## config.mk

```make
export PLATFORM = sky130hd
export DESIGN_NAME = mc_ctrl_hs_flat
export DESIGN_NICKNAME = d
export VERILOG_FILES = /design/src/rtl/mc_ctrl_hs_if.sv /design/src/rtl/mc_ctrl_hs.sv /design/src/flat_wrapper.sv
export SDC_FILE = /design/constraint.sdc
export NUM_CORES = 1
export LEC_CHECK = 0
export ABC_CLOCK_PERIOD_IN_PS = 2900
export BUFFER_PORTS_ARGS = -buffer_cell sky130_fd_sc_hd__clkbuf_2
export CAP_MARGIN = 20
export CORE_AREA = 3 3 55 107
export CTS_CLUSTER_DIAMETER = 50
export CTS_CLUSTER_SIZE = 14
export DETAILED_ROUTE_END_ITERATION = 7
export DIE_AREA = 0 0 58 110
export PLACE_DENSITY = 0.77
export SKIP_CTS_REPAIR_TIMING = 1
export SLEW_MARGIN = 20
export SYNTH_ARGS = -nofsm -noshare
export SYNTH_HDL_FRONTEND = slang
export SYNTH_SLANG_ARGS = --single-unit
```

## constraint.sdc

```tcl
create_clock -name clk -period 2.9 [get_ports clk]
set_input_delay 0.145 -clock clk [delete_from_list [all_inputs] [get_ports clk]]
set_output_delay 0.145 -clock clk [all_outputs]
set_load 0.01 [all_outputs]
```

## src/rtl/mc_ctrl_hs_if.sv

```systemverilog
// Signal bundle between the multicycle controller and its datapath/memory.
// The controller sits on the master modport; the datapath side uses slave.
interface mc_ctrl_hs_if #(
  parameter int CNT_W = 32
);
  logic             zero;
  logic [5:0]       opcode;
  logic [5:0]       funct;
  logic             mem_ready;
  logic             reg_write;
  logic             mem_write;
  logic             mem_req;
  logic             pc_write;
  logic             ir_write;
  logic             ext_op;
  logic             ext5_src;
  logic             iord;
  logic [1:0]       alu_src_a;
  logic [1:0]       alu_src_b;
  logic [1:0]       pc_source;
  logic [1:0]       gpr_sel;
  logic [1:0]       wd_sel;
  logic [3:0]       alu_op;
  logic [2:0]       state;
  logic [CNT_W-1:0] instret;
  logic             bus_err;

  modport master (
    input  zero, opcode, funct, mem_ready,
    output reg_write, mem_write, mem_req, pc_write, ir_write, ext_op, ext5_src, iord,
           alu_src_a, alu_src_b, pc_source, gpr_sel, wd_sel, alu_op, state, instret, bus_err
  );

  modport slave (
    output zero, opcode, funct, mem_ready,
    input  reg_write, mem_write, mem_req, pc_write, ir_write, ext_op, ext5_src, iord,
           alu_src_a, alu_src_b, pc_source, gpr_sel, wd_sel, alu_op, state, instret, bus_err
  );
endinterface

```

## src/rtl/mc_ctrl_hs.sv

```systemverilog
// Multicycle MIPS-subset controller with memory handshake timeout and retired-instruction count.
// Define MC_CTRL_ILLEGAL_TRAP_EN to send unlisted instructions through the TRAP state.
module mc_ctrl_hs #(
  parameter int MEM_TIMEOUT = 16,
  parameter int CNT_W       = 32
) (
  input logic         clk,
  input logic         rst,
  mc_ctrl_hs_if.master bus
);

  typedef enum logic [2:0] {
    FETCH  = 3'd0,
    DECODE = 3'd1,
    EXE    = 3'd2,
    MEM    = 3'd3,
    WB     = 3'd4,
    ERR    = 3'd5,
    TRAP   = 3'd6
  } state_t;

  localparam int WCW = (MEM_TIMEOUT > 1) ? $clog2(MEM_TIMEOUT) : 1;
  localparam logic [WCW-1:0] WAIT_LAST = WCW'(MEM_TIMEOUT - 1);

`ifdef MC_CTRL_ILLEGAL_TRAP_EN
  localparam bit TRAP_EN = 1'b1;
`else
  localparam bit TRAP_EN = 1'b0;
`endif

  localparam logic [5:0] OP_R = 6'd0,  OP_J = 6'd2,  OP_JAL = 6'd3,  OP_BEQ = 6'd4;
  localparam logic [5:0] OP_BNE = 6'd5, OP_ADDI = 6'd8, OP_SLTI = 6'd10, OP_ANDI = 6'd12;
  localparam logic [5:0] OP_ORI = 6'd13, OP_LUI = 6'd15, OP_LW = 6'd35, OP_SW = 6'd43;

  state_t           state, state_next;
  logic [CNT_W-1:0] instret;
  logic             bus_err;
  logic [WCW-1:0]   wait_cnt;
  logic             timeout;

  logic [3:0] ins_alu_op;
  logic is_j, is_jal, is_jr, is_jalr, is_beq, is_bne, is_lw, is_sw;
  logic is_imm, is_zext, is_shift, is_shiftv, legal;

  // Instruction classification; only meaningful once the IR holds the fetched word.
  always_comb begin
    ins_alu_op = 4'b0001;
    is_j = 1'b0; is_jal = 1'b0; is_jr = 1'b0; is_jalr = 1'b0;
    is_beq = 1'b0; is_bne = 1'b0; is_lw = 1'b0; is_sw = 1'b0;
    is_imm = 1'b0; is_zext = 1'b0; is_shift = 1'b0; is_shiftv = 1'b0;
    legal = 1'b1;
    case (bus.opcode)
      OP_R: begin
        case (bus.funct)
          6'd32: ins_alu_op = 4'b0001;
          6'd33: ins_alu_op = 4'b1001;
          6'd34: ins_alu_op = 4'b0010;
          6'd35: ins_alu_op = 4'b1010;
          6'd36: ins_alu_op = 4'b0011;
          6'd37: ins_alu_op = 4'b0100;
          6'd39: ins_alu_op = 4'b0110;
          6'd42: ins_alu_op = 4'b0111;
          6'd43: ins_alu_op = 4'b1000;
          6'd0:  begin ins_alu_op = 4'b1011; is_shift = 1'b1; end
          6'd2:  begin ins_alu_op = 4'b1101; is_shift = 1'b1; end
          6'd4:  begin ins_alu_op = 4'b1011; is_shift = 1'b1; is_shiftv = 1'b1; end
          6'd6:  begin ins_alu_op = 4'b1101; is_shift = 1'b1; is_shiftv = 1'b1; end
          6'd8:  is_jr = 1'b1;
          6'd9:  is_jalr = 1'b1;
          default: legal = 1'b0;
        endcase
      end
      OP_J:    is_j = 1'b1;
      OP_JAL:  is_jal = 1'b1;
      OP_BEQ:  begin ins_alu_op = 4'b0010; is_beq = 1'b1; end
      OP_BNE:  begin ins_alu_op = 4'b0010; is_bne = 1'b1; end
      OP_ADDI: begin ins_alu_op = 4'b0001; is_imm = 1'b1; end
      OP_SLTI: begin ins_alu_op = 4'b0111; is_imm = 1'b1; end
      OP_ANDI: begin ins_alu_op = 4'b0011; is_imm = 1'b1; is_zext = 1'b1; end
      OP_ORI:  begin ins_alu_op = 4'b0100; is_imm = 1'b1; is_zext = 1'b1; end
      OP_LUI:  begin ins_alu_op = 4'b1100; is_imm = 1'b1; end
      OP_LW:   is_lw = 1'b1;
      OP_SW:   is_sw = 1'b1;
      default: legal = 1'b0;
    endcase
  end

  // A completing access beats the timeout in the same cycle.
  assign timeout = (wait_cnt == WAIT_LAST) && !bus.mem_ready;

  always_comb begin
    state_next    = state;
    bus.reg_write = 1'b0;
    bus.mem_write = 1'b0;
    bus.mem_req   = 1'b0;
    bus.pc_write  = 1'b0;
    bus.ir_write  = 1'b0;
    bus.ext_op    = 1'b1;
    bus.ext5_src  = 1'b0;
    bus.iord      = 1'b0;
    bus.alu_src_a = 2'd1;
    bus.alu_src_b = 2'd0;
    bus.pc_source = 2'd0;
    bus.gpr_sel   = 2'd0;
    bus.wd_sel    = 2'd0;
    bus.alu_op    = 4'b0001;
    case (state)
      FETCH: begin
        bus.mem_req   = 1'b1;
        bus.alu_src_a = 2'd0;
        bus.alu_src_b = 2'd1;
        if (bus.mem_ready) begin
          bus.ir_write = 1'b1;
          bus.pc_write = 1'b1;
          state_next   = DECODE;
        end else if (timeout) begin
          state_next = ERR;
        end
      end
      DECODE: begin
        if (is_j || is_jal) begin
          bus.pc_write  = 1'b1;
          bus.pc_source = 2'd2;
          if (is_jal) begin
            bus.reg_write = 1'b1;
            bus.wd_sel    = 2'd2;
            bus.gpr_sel   = 2'd2;
          end
          state_next = FETCH;
        end else if (is_jr || is_jalr) begin
          bus.pc_write  = 1'b1;
          bus.pc_source = 2'd3;
          if (is_jalr) begin
            bus.reg_write = 1'b1;
            bus.wd_sel    = 2'd2;
            bus.gpr_sel   = 2'd2;
          end
          state_next = FETCH;
        end else begin
          bus.alu_src_a = 2'd0;
          bus.alu_src_b = 2'd3;
          state_next    = (legal || !TRAP_EN) ? EXE : TRAP;
        end
      end
      EXE: begin
        bus.alu_op = ins_alu_op;
        if (is_beq || is_bne) begin
          bus.pc_source = 2'd1;
          bus.pc_write  = is_beq ? bus.zero : !bus.zero;
          state_next    = FETCH;
        end else if (is_lw || is_sw) begin
          bus.alu_src_b = 2'd2;
          state_next    = MEM;
        end else begin
          if (is_imm)    bus.alu_src_b = 2'd2;
          if (is_zext)   bus.ext_op    = 1'b0;
          if (is_shift)  bus.alu_src_a = 2'd2;
          if (is_shiftv) bus.ext5_src  = 1'b1;
          state_next = WB;
        end
      end
      MEM: begin
        bus.mem_req   = 1'b1;
        bus.iord      = 1'b1;
        bus.mem_write = is_sw;
        if (bus.mem_ready) state_next = is_lw ? WB : FETCH;
        else if (timeout)  state_next = ERR;
      end
      WB: begin
        bus.reg_write = 1'b1;
        if (is_lw) bus.wd_sel = 2'd1;
        if (is_lw || is_imm) bus.gpr_sel = 2'd1;
        state_next = FETCH;
      end
      ERR: state_next = ERR;
      TRAP: begin
        bus.pc_write  = 1'b1;
        bus.pc_source = 2'd2;
        state_next    = FETCH;
      end
      default: state_next = FETCH;
    endcase
  end

  // Retirement is counted on the way back to FETCH; TRAP returns are not retirements.
  always_ff @(posedge clk or posedge rst) begin
    if (rst) begin
      state    <= FETCH;
      instret  <= '0;
      bus_err  <= 1'b0;
      wait_cnt <= '0;
    end else begin
      state <= state_next;
      if (state_next == FETCH && (state == DECODE || state == EXE || state == MEM || state == WB))
        instret <= instret + CNT_W'(1);
      if (state_next == ERR)
        bus_err <= 1'b1;
      if (state_next != state && (state_next == FETCH || state_next == MEM))
        wait_cnt <= '0;
      else if (bus.mem_req && !bus.mem_ready && wait_cnt != WAIT_LAST)
        wait_cnt <= wait_cnt + WCW'(1);
    end
  end

  assign bus.state   = state;
  assign bus.instret = instret;
  assign bus.bus_err = bus_err;

endmodule
```

## src/flat_wrapper.sv

```systemverilog
// flat-port wrapper written by rule: the top's interface ports become plain ports
module mc_ctrl_hs_flat 
#(
  parameter int MEM_TIMEOUT = 16,
  parameter int CNT_W       = 32
)
  (clk, rst, bus_zero, bus_opcode, bus_funct, bus_mem_ready, bus_reg_write, bus_mem_write, bus_mem_req, bus_pc_write, bus_ir_write, bus_ext_op, bus_ext5_src, bus_iord, bus_alu_src_a, bus_alu_src_b, bus_pc_source, bus_gpr_sel, bus_wd_sel, bus_alu_op, bus_state, bus_instret, bus_bus_err);
  mc_ctrl_hs_if #(.CNT_W(CNT_W)) bus_i ();
  input logic clk;
  input logic rst;
  input wire logic [$bits(bus_i.zero)-1:0] bus_zero;
  input wire logic [$bits(bus_i.opcode)-1:0] bus_opcode;
  input wire logic [$bits(bus_i.funct)-1:0] bus_funct;
  input wire logic [$bits(bus_i.mem_ready)-1:0] bus_mem_ready;
  output wire logic [$bits(bus_i.reg_write)-1:0] bus_reg_write;
  output wire logic [$bits(bus_i.mem_write)-1:0] bus_mem_write;
  output wire logic [$bits(bus_i.mem_req)-1:0] bus_mem_req;
  output wire logic [$bits(bus_i.pc_write)-1:0] bus_pc_write;
  output wire logic [$bits(bus_i.ir_write)-1:0] bus_ir_write;
  output wire logic [$bits(bus_i.ext_op)-1:0] bus_ext_op;
  output wire logic [$bits(bus_i.ext5_src)-1:0] bus_ext5_src;
  output wire logic [$bits(bus_i.iord)-1:0] bus_iord;
  output wire logic [$bits(bus_i.alu_src_a)-1:0] bus_alu_src_a;
  output wire logic [$bits(bus_i.alu_src_b)-1:0] bus_alu_src_b;
  output wire logic [$bits(bus_i.pc_source)-1:0] bus_pc_source;
  output wire logic [$bits(bus_i.gpr_sel)-1:0] bus_gpr_sel;
  output wire logic [$bits(bus_i.wd_sel)-1:0] bus_wd_sel;
  output wire logic [$bits(bus_i.alu_op)-1:0] bus_alu_op;
  output wire logic [$bits(bus_i.state)-1:0] bus_state;
  output wire logic [$bits(bus_i.instret)-1:0] bus_instret;
  output wire logic [$bits(bus_i.bus_err)-1:0] bus_bus_err;
  assign bus_i.zero = bus_zero;
  assign bus_i.opcode = bus_opcode;
  assign bus_i.funct = bus_funct;
  assign bus_i.mem_ready = bus_mem_ready;
  assign bus_reg_write = bus_i.reg_write;
  assign bus_mem_write = bus_i.mem_write;
  assign bus_mem_req = bus_i.mem_req;
  assign bus_pc_write = bus_i.pc_write;
  assign bus_ir_write = bus_i.ir_write;
  assign bus_ext_op = bus_i.ext_op;
  assign bus_ext5_src = bus_i.ext5_src;
  assign bus_iord = bus_i.iord;
  assign bus_alu_src_a = bus_i.alu_src_a;
  assign bus_alu_src_b = bus_i.alu_src_b;
  assign bus_pc_source = bus_i.pc_source;
  assign bus_gpr_sel = bus_i.gpr_sel;
  assign bus_wd_sel = bus_i.wd_sel;
  assign bus_alu_op = bus_i.alu_op;
  assign bus_state = bus_i.state;
  assign bus_instret = bus_i.instret;
  assign bus_bus_err = bus_i.bus_err;
  mc_ctrl_hs #(.MEM_TIMEOUT(MEM_TIMEOUT), .CNT_W(CNT_W)) u_core (.clk(clk), .rst(rst), .bus(bus_i));
endmodule
```

# Word level (Yosys, flattened, before mapping)
# Cells that the tools add are included.
[totals]
elab_cells = 147
out_inout_bits = 58
reg_bits = 40
[op_classes]
n_addsub = 2
reduce_logical = 29
n_eq_ne = 35
n_mux = 77
[ops]
columns = ["operator", "count"]
rows = [
  ["6-bit equality test, second input constant", 10],
  ["6-bit by 4-bit equality test with 1-bit output, second input constant", 7],
  ["1-bit two-way mux", 41],
  ["4-bit one-hot mux with 10 select lines", 1],
  ["32-bit by 1-bit adder with 32-bit output, second input constant", 1],
  ["2-bit two-way mux", 16],
  ["6-bit by 3-bit equality test with 1-bit output, second input constant", 4],
  ["4-bit one-hot mux with 6 select lines", 1],
  ["3-bit two-way mux", 7],
  ["6-bit by 2-bit equality test with 1-bit output, second input constant", 3],
  ["2-bit one-hot mux with 3 select lines", 3],
  ["3-bit one-hot mux with 5 select lines", 1],
  ["3-bit equality test, second input constant", 4],
  ["6-bit zero test", 2],
  ["4-bit two-way mux", 3],
  ["2-bit OR reduction", 6],
  ["3-bit by 2-bit equality test with 1-bit output, second input constant", 3],
  ["1-bit logical OR", 9],
  ["2-bit one-hot mux with 2 select lines", 2],
  ["3-bit zero test", 2],
  ["1-bit logical AND", 5],
  ["5-bit OR reduction", 1],
  ["4-bit by 1-bit adder with 4-bit output, second input constant", 1],
  ["4-bit equality test, second input constant", 1],
  ["other kinds (8)", 9],
]

# Longest topological paths before layout
# Gate-level depths: netlist of the first run.
[depth]
word_depth = 11
mapped_depth = 9

# Worst setup path before layout of the first run
# Ideal clock, no wire load.
[synth_timing]
path_type = "register to register"
from = "reg u_core.wait_cnt[0]"
to = "reg u_core.instret[25] (netlist: u_core.bus.instret[25])"
slack_ps = 480
t_required_ps = 2821
synth_period_minus_slack_ps = 2420
n_path_buf = 1
arrival_ps = 2341
path_stages_with_launch = 9
cell_sequence = "dfrtp_1 > ha_1 > a31oi_1 > o21ai_0 > and4_1 > or3_1 > buf_1 > nor4_1 > xor2_1"
[synth_via]
elab_chain_cells = 7
word_cells_on_any_way = 8
[synth_lines]
columns = ["item", "line_no", "text"]
rows = [
  ["from (decl)", "mc_ctrl_hs.sv:38", "logic [WCW-1:0] wait_cnt;"],
  ["from (signal assigned)", "mc_ctrl_hs.sv:201", "wait_cnt <= wait_cnt + WCW'(1);"],
  ["4-bit equality test *", "mc_ctrl_hs.sv:89", "assign timeout = (wait_cnt == WAIT_LAST) && !bus.mem_ready;"],
  ["1-bit logical AND *", "mc_ctrl_hs.sv:89", ""],
  ["3-bit two-way mux *", "mc_ctrl_hs.sv:116, mc_ctrl_hs.sv:167", ""],
  ["3-bit two-way mux, on equally long branches", "mc_ctrl_hs.sv:166, mc_ctrl_hs.sv:112", ""],
  ["3-bit one-hot mux with 5 select lines *", "mc_ctrl_hs.sv:107", "case (state)"],
  ["3-bit zero test *", "mc_ctrl_hs.sv:194", "if (state_next == FETCH && (state == DECODE || state == EXE || state == MEM || state == WB))"],
  ["1-bit logical AND *", "mc_ctrl_hs.sv:194", ""],
  ["to (signal assigned)", "mc_ctrl_hs.sv:195", "instret <= instret + CNT_W'(1);"],
  ["to (decl)", "mc_ctrl_hs.sv:36", "logic [CNT_W-1:0] instret;"],
]
# Mark *: on every way between the ends. The rest lies on a longest branch, timed or not.
# A chain may end at the register's enable or synchronous reset.

# Worst setup path after layout of the first run
[layout_timing]
from = "reg u_core.wait_cnt[0]"
to = "reg u_core.instret[29] (netlist: u_core.bus.instret[29])"
# The elaborated chain is that of the path after synthesis.

==> run_results.csv, run 1 <==
group,metric,value,unit
status,status,"finished, final reports clean",
critical_path,slowest_stage,"or3_1",
critical_path,required,3120,ps
floorplan,die_w,58,um
detailed_routing,dr.first_iter.drc_count,120,
yosys,ys_seq_elements,40,
pwr,powerDensity,677,nW/um^2
yosys,synth_ff_type,"dfrtp_1",
timing,max_freq,359,MHz
critical_path,critPathCaptureType,"flip-flop",
timing,fin_crit,2780,ps
floorplan,dieArea,6380,um^2
timing,hold_violations,0,
layout,filler_cell_count,495,
yosys,synth_top_area_share,38.1,%
yosys,synth-edff-count,0,
floorplan,design.portCount,74,
timing,finalClockSkew,8.78,ps
global_route,grt_use_total,24.4,%
floorplan,die_y,110,um
timing,rsz0062_at_grt,"false",
critical_path,reg2reg_from,"u_core.wait_cnt[0]$_DFFE_PP0P_",
yosys,yosysMostFrequentCell,"dfrtp_1",
detailed_routing,firstDrtPassIters,4,
critical_path,path_delay_family,"simple AND/OR/NAND/NOR gates",
yosys,synth_area_leaders,"dfrtp_1 38%, xnor2_1 6.3%, xor2_1 6.0%",
cts,root_buffer,"clkbuf_8",
critical_path,startpoint_type,"flip-flop",
timing,maxSlewHeadroom,44.6,%
critical_path,cpPeakStageDelay,620,ps
layout,area_growth,20.5,%
critical_path,rrSetupSlack,120,ps
cts,cts_buffer_depth,2,
detailed_routing,final_antenna_net_count,0,
layout,multiInputGateArea,1530,um^2
pwr,peakVddDrop,0.000514,V
detailed_routing,wire_per_inst,17.1,um
critical_path,r2r_end,"u_core.bus.instret[29]$_DFFE_PP0P_",
critical_path,worst-path-stages,7,
cts,clk_latency,300,ps
min_path,hp-class,"input port to flip-flop",
place,pre_cts_ws,167,ps
global_route,grt_max_degree,41,
critical_path,crit_buf_inv,0,
timing,setup_viol,0,
cts,clkSinkCount,40,
place,gp_congestion,0.982,
layout,num_antenna_cells,0,
yosys,synth_nets,314,
timing,post-route-period-util,96.0,%
layout,finalCoreUtilization,61.0,%
critical_path,reg2reg_depth,7,
global_route,overflow,0,
floorplan,start_util,50.6,%
layout,nets,390,
place,hpwl,5760,um
place,portBuffers,73,
detailed_routing,via_count,2556,
yosys,syn_avg_cell_area,8.87,um^2
critical_path,startpoint,"u_core.wait_cnt[0]$_DFFE_PP0P_",
timing,drv_slew,0,
critical_path,crit_end,"u_core.bus.instret[29]$_DFFE_PP0P_",
floorplan,num_rows,37,
yosys,syn_area,2630,um^2
place,placed_area,3050,um^2
timing,final.setup.tns,0,ps
place,placed_cells,422,
critical_path,path_cells,"ha_1 -> a31oi_1 -> o21ai_0 -> and4_1 -> or3_1 -> nor4_1 -> xor2_1",
critical_path,criticalPathCategory,"flip-flop to flip-flop",
global_route,grt_pass1_vias,2462,
cts,cts_max_level,2,
yosys,synth-async-reset-ratio,100,%
yosys,synth-seq-area-share,38.1,%
critical_path,path_max_fanout,13,
detailed_routing,drc,0,
yosys,netlist_instances,296,
layout,register_area,1000,um^2
timing,timing.final.ws_setup,115,ps
global_route,grt_pass1_wl,11700,um
layout,instances_no_fill,431,
critical_path,crit_arrival,3000,ps
cts,tritoncts,"done",
yosys,ys.warnings.count,0,
run,cap_violations,0,
pwr,p_leak,1.50,nW
global_route,antenna_found_initial,0,
detailed_routing,vias_per_cell,5.93,
yosys,yosysUniqueCellTypes,55,
cts,cts_made_buffers,5,
detailed_routing,wl,7390,um
floorplan,core,5180,um^2
layout,drive_above_1_share,27.3,%
cts,clk_pin_slew_worst_paths,80,ps
layout,stdcell_area,3160,um^2
timing,tightest_slew,828,ps
yosys,yosys.area.top_type,"dfrtp_1",
yosys,yosys-top-cells-count,"40 x dfrtp_1, 28 x nand2_1, 25 x nor2_1",
## worst reg2reg max path, cell delays in order (launching register included)
cell	delay [ps]
dfrtp_1	410
ha_1	230
a31oi_1	340
o21ai_0	210
and4_1	270
or3_1	620
nor4_1	450
xor2_1	180
## registers in the layout, indices dropped and copies added (netlist names)
name / count
u_core.bus.bus_err: 1
u_core.bus.instret: 32
u_core.bus.state: 3
u_core.wait_cnt: 4
## worst min-delay path by stage
stage,start,endpoint,slack (ps),cells past startpoint
after CTS,rst,u_core.bus.instret[3]$_DFFE_PP0P_,-50,3
after detailed placement,rst,u_core.bus.instret[3]$_DFFE_PP0P_,280,3
after global routing,bus_mem_ready,u_core.bus.state[0]$_DFF_PP0_,380,4
final,bus_mem_ready,u_core.bus.state[2]$_DFF_PP0_,370,3
after floorplan,rst,u_core.bus.bus_err$_DFFE_PP0N_,360,1
after global placement,rst,u_core.bus.instret[3]$_DFFE_PP0P_,270,3
## stage by stage
stage / hold WS, ps / total power, mW
final: 369 / 2.14
after global routing: 382 / 2.26
after CTS: -47.0 / 2.15
after detailed placement: 280 / 1.69
after global placement: 275 / 1.67
after floorplan: 363 / 1.42
## power by group
| part | internal, mW | switching, mW |
|---|---|---|
| registers | 0.625 | 0.119 |
| clock network | 0.255 | 0.194 |
| logic | 0.334 | 0.614 |
## cells in the final DEF (no fill, tap or decap), types with 4 or more instances in the layout
cell      synthesis  layout
nor2_1           25      25
or3_1             6       6
o21ai_0           8       8
a31oi_1           4       4
buf_4             1       8
and3_1            5       5
clkbuf_2          0      73
nor3b_1           4       4
xor2_1           18      18
and4_1            6       6
clkbuf_8          0       5
a21oi_1           8       8
nand3_1          22      22
nor3_1           14      14
nor2b_1           6       6
inv_1             5       5
nand2_1          28      28
dfrtp_1          40      40
nand4_1          13      13
xnor2_1          19      19
nor4_1            6       6
## metal layers
metal / share of wire (%) / track usage (%) / wire [um] / vias up
li1: - / - / - / 1226
met1: 35 / 23.7 / 2550 / 1211
met2: 55 / 46.7 / 4060 / 90
met3: 5.1 / 3.15 / 379 / 29
met4: 5.3 / 14.9 / 395 / 0
met5: 0 / 0 / 0 / -
## layout make-up
cell class,count,area share (%)
clock buffer,6,2.29
clock inverter,2,1.11
inverter,6,0.712
multi-input combinational,237,48.2
sequential,40,31.6
tap,58,2.29
timing repair buffer,82,13.8
## logic make-up after synthesis
group | synth area share [%]
compound gates | 10.7
xor+xnor | 12.3
fa+ha+maj | 0.953
buf+inv | 3.77
flops | 38.1
mux | 0.810
simple gates | 33.3
No activity file was read; power rests on OpenSTA's default activity.
==> run 2: changes to the inputs <==
Settings changed: PLACE_DENSITY 0.77 to 0.78.
==> run_results.csv, run 2 (synthesis gave the netlist of run 1 again) <==
group,metric,value,unit
timing,rsz0062_at_grt,"false",
critical_path,critPathCaptureType,"flip-flop",
cts,clk_pin_slew_worst_paths,80,ps
timing,max_freq,370,MHz
pwr,powerDensity,662,nW/um^2
pwr,p_leak,1.48,nW
timing,tightest_slew,785,ps
global_route,overflow,0,
timing,post-route-period-util,93.2,%
floorplan,die_w,58,um
cts,clkSinkCount,40,
pwr,switching_share,45.6,%
global_route,grt_use_total,23.6,%
min_path,hp-class,"input port to flip-flop",
pwr,p_sw,0.951,mW
timing,setup_viol,0,
floorplan,design.portCount,74,
detailed_routing,wl,7450,um
detailed_routing,firstDrtPassIters,4,
critical_path,startpoint_type,"flip-flop",
layout,instances_no_fill,430,
layout,num_antenna_cells,0,
pwr,internal_power,1.13,mW
floorplan,core,5180,um^2
timing,maxSlewHeadroom,47.7,%
cts,cts_made_buffers,5,
layout,drive_above_1_share,28.0,%
timing,fin_crit,2700,ps
pwr,p_clk_share,17.4,%
cts,cts_max_level,2,
timing,hold_violations,0,
critical_path,required,3110,ps
global_route,antenna_found_initial,0,
layout,stdcell_area,3150,um^2
timing,drv_slew,0,
critical_path,path_max_fanout,13,
place,hpwl,5740,um
place,gp_congestion,0.942,
detailed_routing,dr.first_iter.drc_count,175,
floorplan,num_rows,37,
critical_path,criticalPathCategory,"flip-flop to flip-flop",
timing,final.setup.tns,0,ps
cts,clk_latency,300,ps
layout,final_common_cell,"clkbuf_2",
detailed_routing,via_count,2608,
layout,final_cell_mix,"73 x clkbuf_2, 40 x dfrtp_1, 28 x nand2_1, 25 x nor2_1, 22 x nand3_1",
run,cap_violations,0,
cts,cts_buffer_depth,2,
detailed_routing,drc,0,
detailed_routing,vias_per_cell,6.07,
critical_path,crit_arrival,2910,ps
timing,finalClockSkew,11.8,ps
global_route,grt_max_degree,41,
pwr,p_seq_share,35.4,%
place,placed_area,3050,um^2
layout,reg_top3,"u_core.bus.instret (32), u_core.wait_cnt (4), u_core.bus.state (3)",
pwr,peakVddDrop,0.000440,V
status,status,"finished, final reports clean",
detailed_routing,final_antenna_net_count,0,
global_route,grt_pass1_wl,11700,um
global_route,grt_pass1_vias,2551,
floorplan,die_y,110,um
detailed_routing,wire_per_inst,17.3,um
layout,largest_reg_flops,32,
pwr,power,2.09,mW
layout,nets,390,
pwr,p_comb_share,47.2,%
layout,area_growth,20.0,%
floorplan,dieArea,6380,um^2
timing,hold_slack,345,ps
cts,tritoncts,"done",
layout,top_register,"u_core.bus.instret",
place,placed_cells,422,
floorplan,start_util,50.6,%
cts,root_buffer,"clkbuf_8",
place,portBuffers,73,
run 2: changes by cell type in the layout (fill, tap and decap cells not counted), sizes merged:
cell and change:
clkbuf -1, clkinvlp +1, bufinv -1
run 2: layout make-up:
type / instances / area (um^2)
fillers: 481 / 2030
multi-input cells: 237 / 1540
clock buffers: 5 / 68.8
well taps: 58 / 72.6
flip-flops and latches: 40 / 1000
clock inverters: 2 / 12.5
repair buffers: 82 / 435
inverters: 6 / 22.5
run 2: path summary, 6_finish.rpt:
kind / start / to / slack [ps] / depth (start not counted)
min in group asynchronous: rst / u_core.bus.bus_err$_DFFE_PP0N_ / 480 / 4
worst min-delay path: bus_mem_ready / u_core.bus.state[0]$_DFF_PP0_ / 340 / 4
worst min register to register: u_core.bus.bus_err$_DFFE_PP0N_ / u_core.bus.bus_err$_DFFE_PP0N_ / 460 / 1
worst max-delay path: u_core.wait_cnt[0]$_DFFE_PP0P_ / u_core.bus.instret[17]$_DFFE_PP0P_ / 200 / 7
max in group asynchronous: rst / u_core.bus.instret[19]$_DFFE_PP0P_ / 2070 / 4
worst max register to register: u_core.wait_cnt[0]$_DFFE_PP0P_ / u_core.bus.instret[17]$_DFFE_PP0P_ / 200 / 7
run 2: power by group through the flow:
stage | logic, mW | clock network, mW | registers (mW)
final | 0.984 | 0.362 | 0.739
after detailed placement | 0.973 | 0 | 0.748
after floorplan | 0.687 | 0 | 0.728
after global routing | 1.07 | 0.384 | 0.758
after global placement | 0.959 | 0 | 0.744
after CTS | 0.977 | 0.368 | 0.737
run 2: stage by stage:
step | setup WS (ps) | utilization (%)
after floorplan | 480 | -
after global placement | 284 | 58.8
after detailed placement | 235 | 58.8
after CTS | 216 | 60.3
after global routing | 0.876 | 60.8
final | 199 | 60.8
run 2: worst max-delay path, stage by stage (launching register included):
cell	delay, ps
dfrtp_1	410
ha_1	240
a31oi_1	290
o21ai_0	190
and4_1	270
or3_1	610
nor4_1	420
xor2_1	190
run 2: metal layers:
layer / global-route usage, % / up-vias / routed length, um
met3: 2.21 / 20 / 382
met2: 45.8 / 110 / 4100
li1: - / 1228 / -
met5: 0 / - / 0
met4: 12.3 / 0 / 286
met1: 24.0 / 1250 / 2680
